<file path="config.mk">
export PLATFORM = sky130hd
export DESIGN_NAME = native2axil_bridge
export DESIGN_NICKNAME = d
export VERILOG_FILES = /design/src/rtl/native2axil_bridge.sv
export SDC_FILE = /design/constraint.sdc
export NUM_CORES = 1
export LEC_CHECK = 0
export CORE_MARGIN = 8
export CORE_UTILIZATION = 36
export CTS_CLUSTER_SIZE = 10
export DETAILED_ROUTE_END_ITERATION = 12
export PLACE_DENSITY = 0.76
export SKIP_CTS_REPAIR_TIMING = 1
export SLEW_MARGIN = 15
export SYNTH_ARGS = -nofsm -noshare
export SYNTH_HDL_FRONTEND = slang
export SYNTH_SLANG_ARGS = --single-unit
</file>
<file path="constraint.sdc">
create_clock -name clk_i -period 1.5 [get_ports clk_i]
set_input_delay 0.225 -clock clk_i [delete_from_list [all_inputs] [get_ports clk_i]]
set_output_delay 0.225 -clock clk_i [all_outputs]
set_load 0.01 [all_outputs]
</file>
<file path="src/rtl/native2axil_bridge.sv">
// Native valid/ready register-access requests to AXI4-Lite master transactions.
// Define N2A_TIMEOUT_EN to compile in the per-transaction response timeout.
module native2axil_bridge #(
    parameter int DW          = 32,
    parameter int AW          = 8,
    parameter int TIMEOUT_CYC = 1024
) (
    input  logic            clk_i,
    input  logic            rst_n_i,
    input  logic            wr_valid_i,
    output logic            wr_ready_o,
    input  logic [AW-1:0]   wr_addr_i,
    input  logic [DW-1:0]   wr_data_i,
    input  logic [DW/8-1:0] wr_strb_i,
    output logic            wr_done_o,
    output logic            wr_err_o,
    input  logic            rd_valid_i,
    output logic            rd_ready_o,
    input  logic [AW-1:0]   rd_addr_i,
    output logic            rd_done_o,
    output logic [DW-1:0]   rd_data_o,
    output logic            rd_err_o,
    output logic [AW-1:0]   m_axi_awaddr,
    output logic [2:0]      m_axi_awprot,
    output logic            m_axi_awvalid,
    input  logic            m_axi_awready,
    output logic [DW-1:0]   m_axi_wdata,
    output logic [DW/8-1:0] m_axi_wstrb,
    output logic            m_axi_wvalid,
    input  logic            m_axi_wready,
    input  logic [1:0]      m_axi_bresp,
    input  logic            m_axi_bvalid,
    output logic            m_axi_bready,
    output logic [AW-1:0]   m_axi_araddr,
    output logic [2:0]      m_axi_arprot,
    output logic            m_axi_arvalid,
    input  logic            m_axi_arready,
    input  logic [DW-1:0]   m_axi_rdata,
    input  logic [1:0]      m_axi_rresp,
    input  logic            m_axi_rvalid,
    output logic            m_axi_rready
);

    if (DW % 8 != 0 || DW < 8 || DW > 64 || TIMEOUT_CYC < 4) begin : g_bad_param
        $error("native2axil_bridge: illegal DW or TIMEOUT_CYC");
    end

    typedef enum logic [2:0] {IDLE, WRITE, WR_RESP, READ, RD_DATA} state_e;

    state_e            state_q, state_d;
    logic              awvalid_q, awvalid_d;
    logic              wvalid_q, wvalid_d;
    logic              bready_q, bready_d;
    logic              arvalid_q, arvalid_d;
    logic              rready_q, rready_d;
    logic              wr_done_q, wr_done_d;
    logic              rd_done_q, rd_done_d;
    logic              wr_err_q, wr_err_d;
    logic              rd_err_q, rd_err_d;
    logic [DW-1:0]     rd_data_q, rd_data_d;
    logic [AW-1:0]     awaddr_q, awaddr_d;
    logic [DW-1:0]     wdata_q, wdata_d;
    logic [DW/8-1:0]   wstrb_q, wstrb_d;
    logic [AW-1:0]     araddr_q, araddr_d;
    logic              wr_last_q, wr_last_d;   // 1: write was granted last
    logic              idle, wr_go, rd_go;

`ifdef N2A_TIMEOUT_EN
    localparam int CW = $clog2(TIMEOUT_CYC + 1);
    logic [CW-1:0]     cnt_q, cnt_d;
`endif

    assign idle  = (state_q == IDLE);
    assign wr_go = idle && wr_valid_i && (!rd_valid_i || !wr_last_q);
    assign rd_go = idle && rd_valid_i && !wr_go;

    always_comb begin
        // NOTE: every next-state signal gets a default first so no path through the case infers a latch.
        state_d   = state_q;
        awvalid_d = awvalid_q;
        wvalid_d  = wvalid_q;
        bready_d  = bready_q;
        arvalid_d = arvalid_q;
        rready_d  = rready_q;
        wr_done_d = 1'b0;
        rd_done_d = 1'b0;
        wr_err_d  = wr_err_q;
        rd_err_d  = rd_err_q;
        rd_data_d = rd_data_q;
        awaddr_d  = awaddr_q;
        wdata_d   = wdata_q;
        wstrb_d   = wstrb_q;
        araddr_d  = araddr_q;
        wr_last_d = wr_last_q;

        case (state_q)
            IDLE: begin
                if (wr_go) begin
                    state_d   = WRITE;
                    awvalid_d = 1'b1;
                    wvalid_d  = 1'b1;
                    awaddr_d  = wr_addr_i;
                    wdata_d   = wr_data_i;
                    wstrb_d   = wr_strb_i;
                    wr_last_d = 1'b1;
                end else if (rd_go) begin
                    state_d   = READ;
                    arvalid_d = 1'b1;
                    araddr_d  = rd_addr_i;
                    wr_last_d = 1'b0;
                end
            end
            WRITE: begin
                // A low valid in WRITE means that channel's handshake is done.
                awvalid_d = awvalid_q && !m_axi_awready;
                wvalid_d  = wvalid_q && !m_axi_wready;
                if (!awvalid_d && !wvalid_d) begin
                    state_d  = WR_RESP;
                    bready_d = 1'b1;
                end
            end
            WR_RESP: begin
                if (m_axi_bvalid) begin
                    state_d   = IDLE;
                    bready_d  = 1'b0;
                    wr_err_d  = (m_axi_bresp != 2'b00);
                    wr_done_d = 1'b1;
                end
            end
            READ: begin
                if (m_axi_arready) begin
                    state_d   = RD_DATA;
                    arvalid_d = 1'b0;
                    rready_d  = 1'b1;
                end
            end
            RD_DATA: begin
                if (m_axi_rvalid) begin
                    state_d   = IDLE;
                    rready_d  = 1'b0;
                    rd_data_d = m_axi_rdata;
                    rd_err_d  = (m_axi_rresp != 2'b00);
                    rd_done_d = 1'b1;
                end
            end
            default: state_d = IDLE;
        endcase

`ifdef N2A_TIMEOUT_EN
        cnt_d = idle ? '0 : cnt_q + 1'b1;
        // A real completion in the expiry cycle wins over the abort.
        if (!idle && state_d != IDLE && cnt_q == CW'(TIMEOUT_CYC - 1)) begin
            awvalid_d = 1'b0;
            wvalid_d  = 1'b0;
            bready_d  = 1'b0;
            arvalid_d = 1'b0;
            rready_d  = 1'b0;
            state_d   = IDLE;
            if (state_q == WRITE || state_q == WR_RESP) begin
                wr_err_d  = 1'b1;
                wr_done_d = 1'b1;
            end else begin
                rd_err_d  = 1'b1;
                rd_done_d = 1'b1;
            end
        end
`endif
    end

    // NOTE: state registers use non-blocking assignments so every flop samples pre-edge values.
    always_ff @(posedge clk_i or negedge rst_n_i) begin
        if (!rst_n_i) begin
            state_q   <= IDLE;
            awvalid_q <= 1'b0;
            wvalid_q  <= 1'b0;
            bready_q  <= 1'b0;
            arvalid_q <= 1'b0;
            rready_q  <= 1'b0;
            wr_done_q <= 1'b0;
            rd_done_q <= 1'b0;
            wr_err_q  <= 1'b0;
            rd_err_q  <= 1'b0;
            rd_data_q <= '0;
            awaddr_q  <= '0;
            wdata_q   <= '0;
            wstrb_q   <= '0;
            araddr_q  <= '0;
            wr_last_q <= 1'b0;
        end else begin
            state_q   <= state_d;
            awvalid_q <= awvalid_d;
            wvalid_q  <= wvalid_d;
            bready_q  <= bready_d;
            arvalid_q <= arvalid_d;
            rready_q  <= rready_d;
            wr_done_q <= wr_done_d;
            rd_done_q <= rd_done_d;
            wr_err_q  <= wr_err_d;
            rd_err_q  <= rd_err_d;
            rd_data_q <= rd_data_d;
            awaddr_q  <= awaddr_d;
            wdata_q   <= wdata_d;
            wstrb_q   <= wstrb_d;
            araddr_q  <= araddr_d;
            wr_last_q <= wr_last_d;
        end
    end

`ifdef N2A_TIMEOUT_EN
    always_ff @(posedge clk_i or negedge rst_n_i) begin
        if (!rst_n_i) cnt_q <= '0;
        else          cnt_q <= cnt_d;
    end
`endif

    assign wr_ready_o    = idle;
    assign rd_ready_o    = idle;
    assign wr_done_o     = wr_done_q;
    assign wr_err_o      = wr_err_q;
    assign rd_done_o     = rd_done_q;
    assign rd_data_o     = rd_data_q;
    assign rd_err_o      = rd_err_q;
    assign m_axi_awaddr  = awaddr_q;
    assign m_axi_awprot  = 3'b000;
    assign m_axi_awvalid = awvalid_q;
    assign m_axi_wdata   = wdata_q;
    assign m_axi_wstrb   = wstrb_q;
    assign m_axi_wvalid  = wvalid_q;
    assign m_axi_bready  = bready_q;
    assign m_axi_araddr  = araddr_q;
    assign m_axi_arprot  = 3'b000;
    assign m_axi_arvalid = arvalid_q;
    assign m_axi_rready  = rready_q;

endmodule
</file>
# Word level (Yosys, flattened, before mapping)
# Index checks and enable logic that the tools add are counted.
[word_totals]
reg_bits = 97
inputBits = 97
elab_cells = 88
[op_classes]
eq_ne = 12
muxes = 26
bitwise = 1
reduce_logical = 33
[ops]
columns = ["operator", "n"]
rows = [
  ["$mux W3", 6],
  ["$pmux W3 S5", 1],
  ["$mux W1", 14],
  ["$reduce_bool A2 Y1", 7],
  ["$ne A2 B2 Y1 const B", 5],
  ["$pmux W1 S2", 5],
  ["$reduce_and A2 Y1", 5],
  ["$reduce_and A3 Y1", 3],
  ["$logic_and A1 B1 Y1", 7],
  ["$logic_not A1 Y1", 7],
  ["$eq A3 B2 Y1 const B", 2],
  ["$reduce_and A5 Y1", 1],
  ["$ne A2 B1 Y1 const B", 2],
  ["$reduce_and A4 Y1", 1],
  ["$eq A3 B1 Y1 const B", 1],
  ["$eq A3 B3 Y1 const B", 1],
  ["$logic_not A3 Y1", 1],
  ["$ne A3 B1 Y1 const B", 1],
  ["$logic_or A1 B1 Y1", 1],
  ["$not A1 Y1", 1],
]

# Longest topological paths before layout
[depth]
depth_word = 8
mapped_depth = 6

# Least setup slack after synthesis
# Ideal clock, no wire load.
[synth_timing]
kind = "register to register"
startpoint = "register state_q[1]"
endpoint = "register rd_data_q[10], in the netlist rd_data_o[10]"
t_arrival_ns = 1.472
t_required_ns = 1.375
slack_ns = -0.097
path_stages_with_launch = 6
path_buffers = 3
cell_sequence = "dfrtp_1 buf_2 nor4bb_1 buf_4 buf_6 mux2_2"
[synth_between]
elab_chain_len = 2
[synth_lines]
columns = ["item", "line", "text"]
rows = [
  ["from (decl)", "50", "state_e state_q, state_d;"],
  ["from (signal assigned)", "190", "state_q <= state_d;"],
  ["$eq A3 B3 Y1", "96", "case (state_q)"],
  ["$reduce_and A2 Y1 (no line)", "--", ""],
  ["to (signal assigned)", "200", "rd_data_q <= rd_data_d;"],
  ["to (decl)", "60", "logic [DW-1:0] rd_data_q, rd_data_d;"],
]
# Every way passes these cells.
# A chain may end at the register's enable or synchronous reset.

# Worst setup path after layout
[layout_timing]
startpoint = "register state_q[1]"
endpoint = "register rd_data_q[4], in the netlist rd_data_o[4]"
# Same word-level chain as after synthesis.

==> impl_metrics.py <==
metrics = {
    "global_route": {
        "antenna_found_initial": 0,
        "grt_pass1_vias": 3080,
        "overflow": 0,
        "busiest_layer": "met2",
        "grt_max_degree": 48,
        "use_met3_pct": 5.44,
        "grt_util_met1_pct": 16.3,
        "grt_use_met2_pct": 24.8,
        "groute.usage.overall_pct": 14.6,
        "grt_pass1_wl_um": 16800,
    },
    "logic_synthesis": {
        "syn_inst": 245,
        "synth_cell_types": 30,
        "yosysSeqAreaShare_pct": 61.0,
        "yosysWarnings": 0,
        "synth.area.top_cells": "dfrtp_1 (61%), mux2_4 (15%), mux2_2 (12%), buf_6 (2.0%), buf_4 (1.7%)",
        "yosys.area.top_type": "dfrtp_1",
        "synth_top_area_share_pct": 61.0,
        "syn-cell-area_mm2": 0.00398,
        "yosys_register_bits": 97,
        "avgSynthCellArea_um2": 16.2,
    },
    "timing": {
        "clock_skew_ns": 0.0132,
        "whs_ns": 0.310,
        "final.setup.tns_ns": -6.30,
        "final.min_clock_period_ns": 1.64,
        "timing.fmax_mhz": 611,
        "hold_viol_final": 0,
        "slew_violations": 0,
        "setup_viol": 78,
        "grt_setup_unrepaired": "yes",
        "setup_slack_ns": -0.136,
        "period_share_pct": 109,
    },
    "detailed_routing": {
        "viasPerCell": 4.65,
        "dr.pass1.iters": 4,
        "drt_iter0_markers": 122,
        "drtAntennaViolNets": 0,
        "wire_per_inst_um": 19.4,
        "drc": 0,
        "vias": 2829,
        "wl_um": 11800,
    },
    "placed_design": {
        "dp_hpwl_um": 8450,
        "dp_slack_ns": -0.367,
        "io_buffers": 191,
        "globalplace.congestion": 0.762,
    },
    "run": {
        "cap_violations": 0,
    },
    "final_layout": {
        "n_antenna_cell": 0,
        "postLayoutCoreUtil_pct": 62.9,
        "area_growth_pct": 70.7,
        "drive_gt1_share_pct": 29.6,
        "nNetsFinal": 561,
    },
    "power_and_ir_drop": {
        "p_per_area_mw_per_mm2": 1810,
        "power_frac_clock_pct": 12.3,
        "p_comb_share_pct": 50.9,
        "p_int_uw": 8370,
        "seqPwrFrac_pct": 36.8,
        "leakagePower_uw": 0.00392,
        "ir_worst_vdd_uv": 885,
        "swShare_pct": 31.7,
        "p_sw_uw": 3890,
        "p_total_uw": 12300,
    },
    "worst_setup_path": {
        "endpoint_kind": "flip-flop",
        "rr_startpoint": "state_q[1]",
        "start_kind": "flip-flop",
        "ff2ff_setup_slack_ns": -0.14,
        "worst-path-max-fanout": 9,
        "ff2ff_path_depth": 5,
        "crit_required_ns": 1.74,
        "arrival_ns": 1.88,
        "r2r_end": "rd_data_o[4]",
        "crit_type": "reg -> reg",
    },
    "floorplanning": {
        "coreArea_mm2": 0.0108,
        "die_h_um": 121,
        "num_rows": 38,
        "initial_utilization_pct": 36.9,
        "num_io_pins": 198,
        "die-area_mm2": 0.0147,
        "die_w_um": 121,
    },
    "cts": {
        "clkSinkCount": 97,
        "insertion_delay_ns": 0.36,
        "clk_pin_slew_ns": 0.09,
        "ctsRootBufferMaster": "clkbuf_8",
        "cts_inserted_buffers": 9,
        "cts_tree": "built",
        "h-tree-depth": 3,
        "clockBufferDepth": 2,
    },
    "status": {
        "failed_checks": "negative setup slack",
        "outcome": "complete, but fails checks",
    },
    "min_path": {
        "min_path_type": "in -> async",
    },
}
-- cell usage after synthesis --
cell type / number
a221oi_1: 1
a21oi_1: 6
mux2_4: 40
nand2_4: 1
buf_2: 2
mux2_1: 2
dfrtp_1: 97
nor2_1: 6
nand4b_1: 1
nand2_1: 6
nand3_2: 1
buf_6: 7
mux2i_1: 1
conb_1: 1
nor4bb_1: 1
a21boi_1: 1
buf_4: 9
nor3_1: 1
nand4_1: 1
o2bb2ai_1: 3
nor3_4: 1
mux2_2: 43
and4bb_2: 1
or3_1: 1
a311o_1: 1
o21ai_0: 2
nand2b_1: 3
a31oi_1: 3
nand3b_1: 1
inv_1: 1
-- kinds of logic (layout without fill, tap and decap cells) --
kind of cell	count (synthesis)	in the layout	synth area share (%)
compound gates	17	17	2.80
buf+inv	19	238	4.03
other cells	1	6	0.0943
mux	86	86	28.1
simple gates	25	25	3.96
flops	97	97	61.0
-- sequential cells by signal, indices dropped and copies added, names as in the netlist, 3 cells and up --
signal / flops
m_axi_araddr: 8
m_axi_awaddr: 8
m_axi_wdata: 32
m_axi_wstrb: 4
rd_data_o: 32
state_q: 3
-- worst max-delay path, stage by stage (launching register included) --
cell and delay, ns:
dfrtp_1 0.38, buf_4 0.15, nor4bb_4 0.29, buf_6 0.20, clkbuf_16 0.17, mux2_2 0.34
-- layout by cell type (no fill, tap or decap), types with 3 or more instances in the layout --
cell | netlist | routed
clkinv_2 | 0 | 3
nor2_1 | 6 | 6
a31oi_1 | 3 | 3
nand2_1 | 6 | 6
buf_8 | 0 | 3
o2bb2ai_1 | 3 | 3
buf_4 | 9 | 14
dlymetal6s2s_1 | 0 | 92
dfrtp_1 | 97 | 97
buf_6 | 7 | 6
conb_1 | 1 | 6
a21oi_1 | 6 | 6
nand2b_1 | 3 | 3
clkbuf_16 | 0 | 5
buf_12 | 0 | 3
mux2_2 | 43 | 35
mux2_4 | 40 | 50
clkbuf_8 | 0 | 9
clkdlybuf4s50_1 | 0 | 96
-- routing by layer --
metal	share of wire [%]	vias up
li1	-	1290
met1	39	1418
met2	51	109
met3	7.8	12
met4	1.6	0
met5	0	-
-- how the worst max path moves through the flow --
stage	endpoint	start	slack, ns
final	rd_data_o[4]	state_q[1]	-0.14
after global routing	rd_data_o[4]	state_q[1]	-0.20
after CTS	rd_ready_o	state_q[0]	-0.50
after detailed placement	rd_data_o[13]	m_axi_rvalid	-0.37
after global placement	rd_data_o[29]	m_axi_rvalid	-0.30
after floorplan	rd_data_o[16]	state_q[1]	-0.06
-- cell type report --
class	instances	area (um^2)
Clock buffer	9	124
Clock inverter	7	47.5
Fill cell	829	4000
Inverter	1	3.75
Multi-Input combinational cell	134	1480
Sequential cell	97	2430
Tap cell	140	175
Timing Repair Buffer	221	2530
-- power groups by stage --
stage          Clock (uW)  Sequential, uW  Combinational [uW]
3_5_place_dp            0            4600                6190
4_1_cts              1580            4560                6220
3_3_place_gp            0            4540                6080
2_1_floorplan           0            5110                2340
6_report             1510            4510                6230
5_1_grt              1670            4680                6650
-- stage by stage --
step	area (um^2)	std cells
CTS	6280	595
global route	6790	609
detailed placement	6110	579
finish	6790	609
global placement	6110	579
floorplan	4020	250
(Power assumes the default switching activity.)
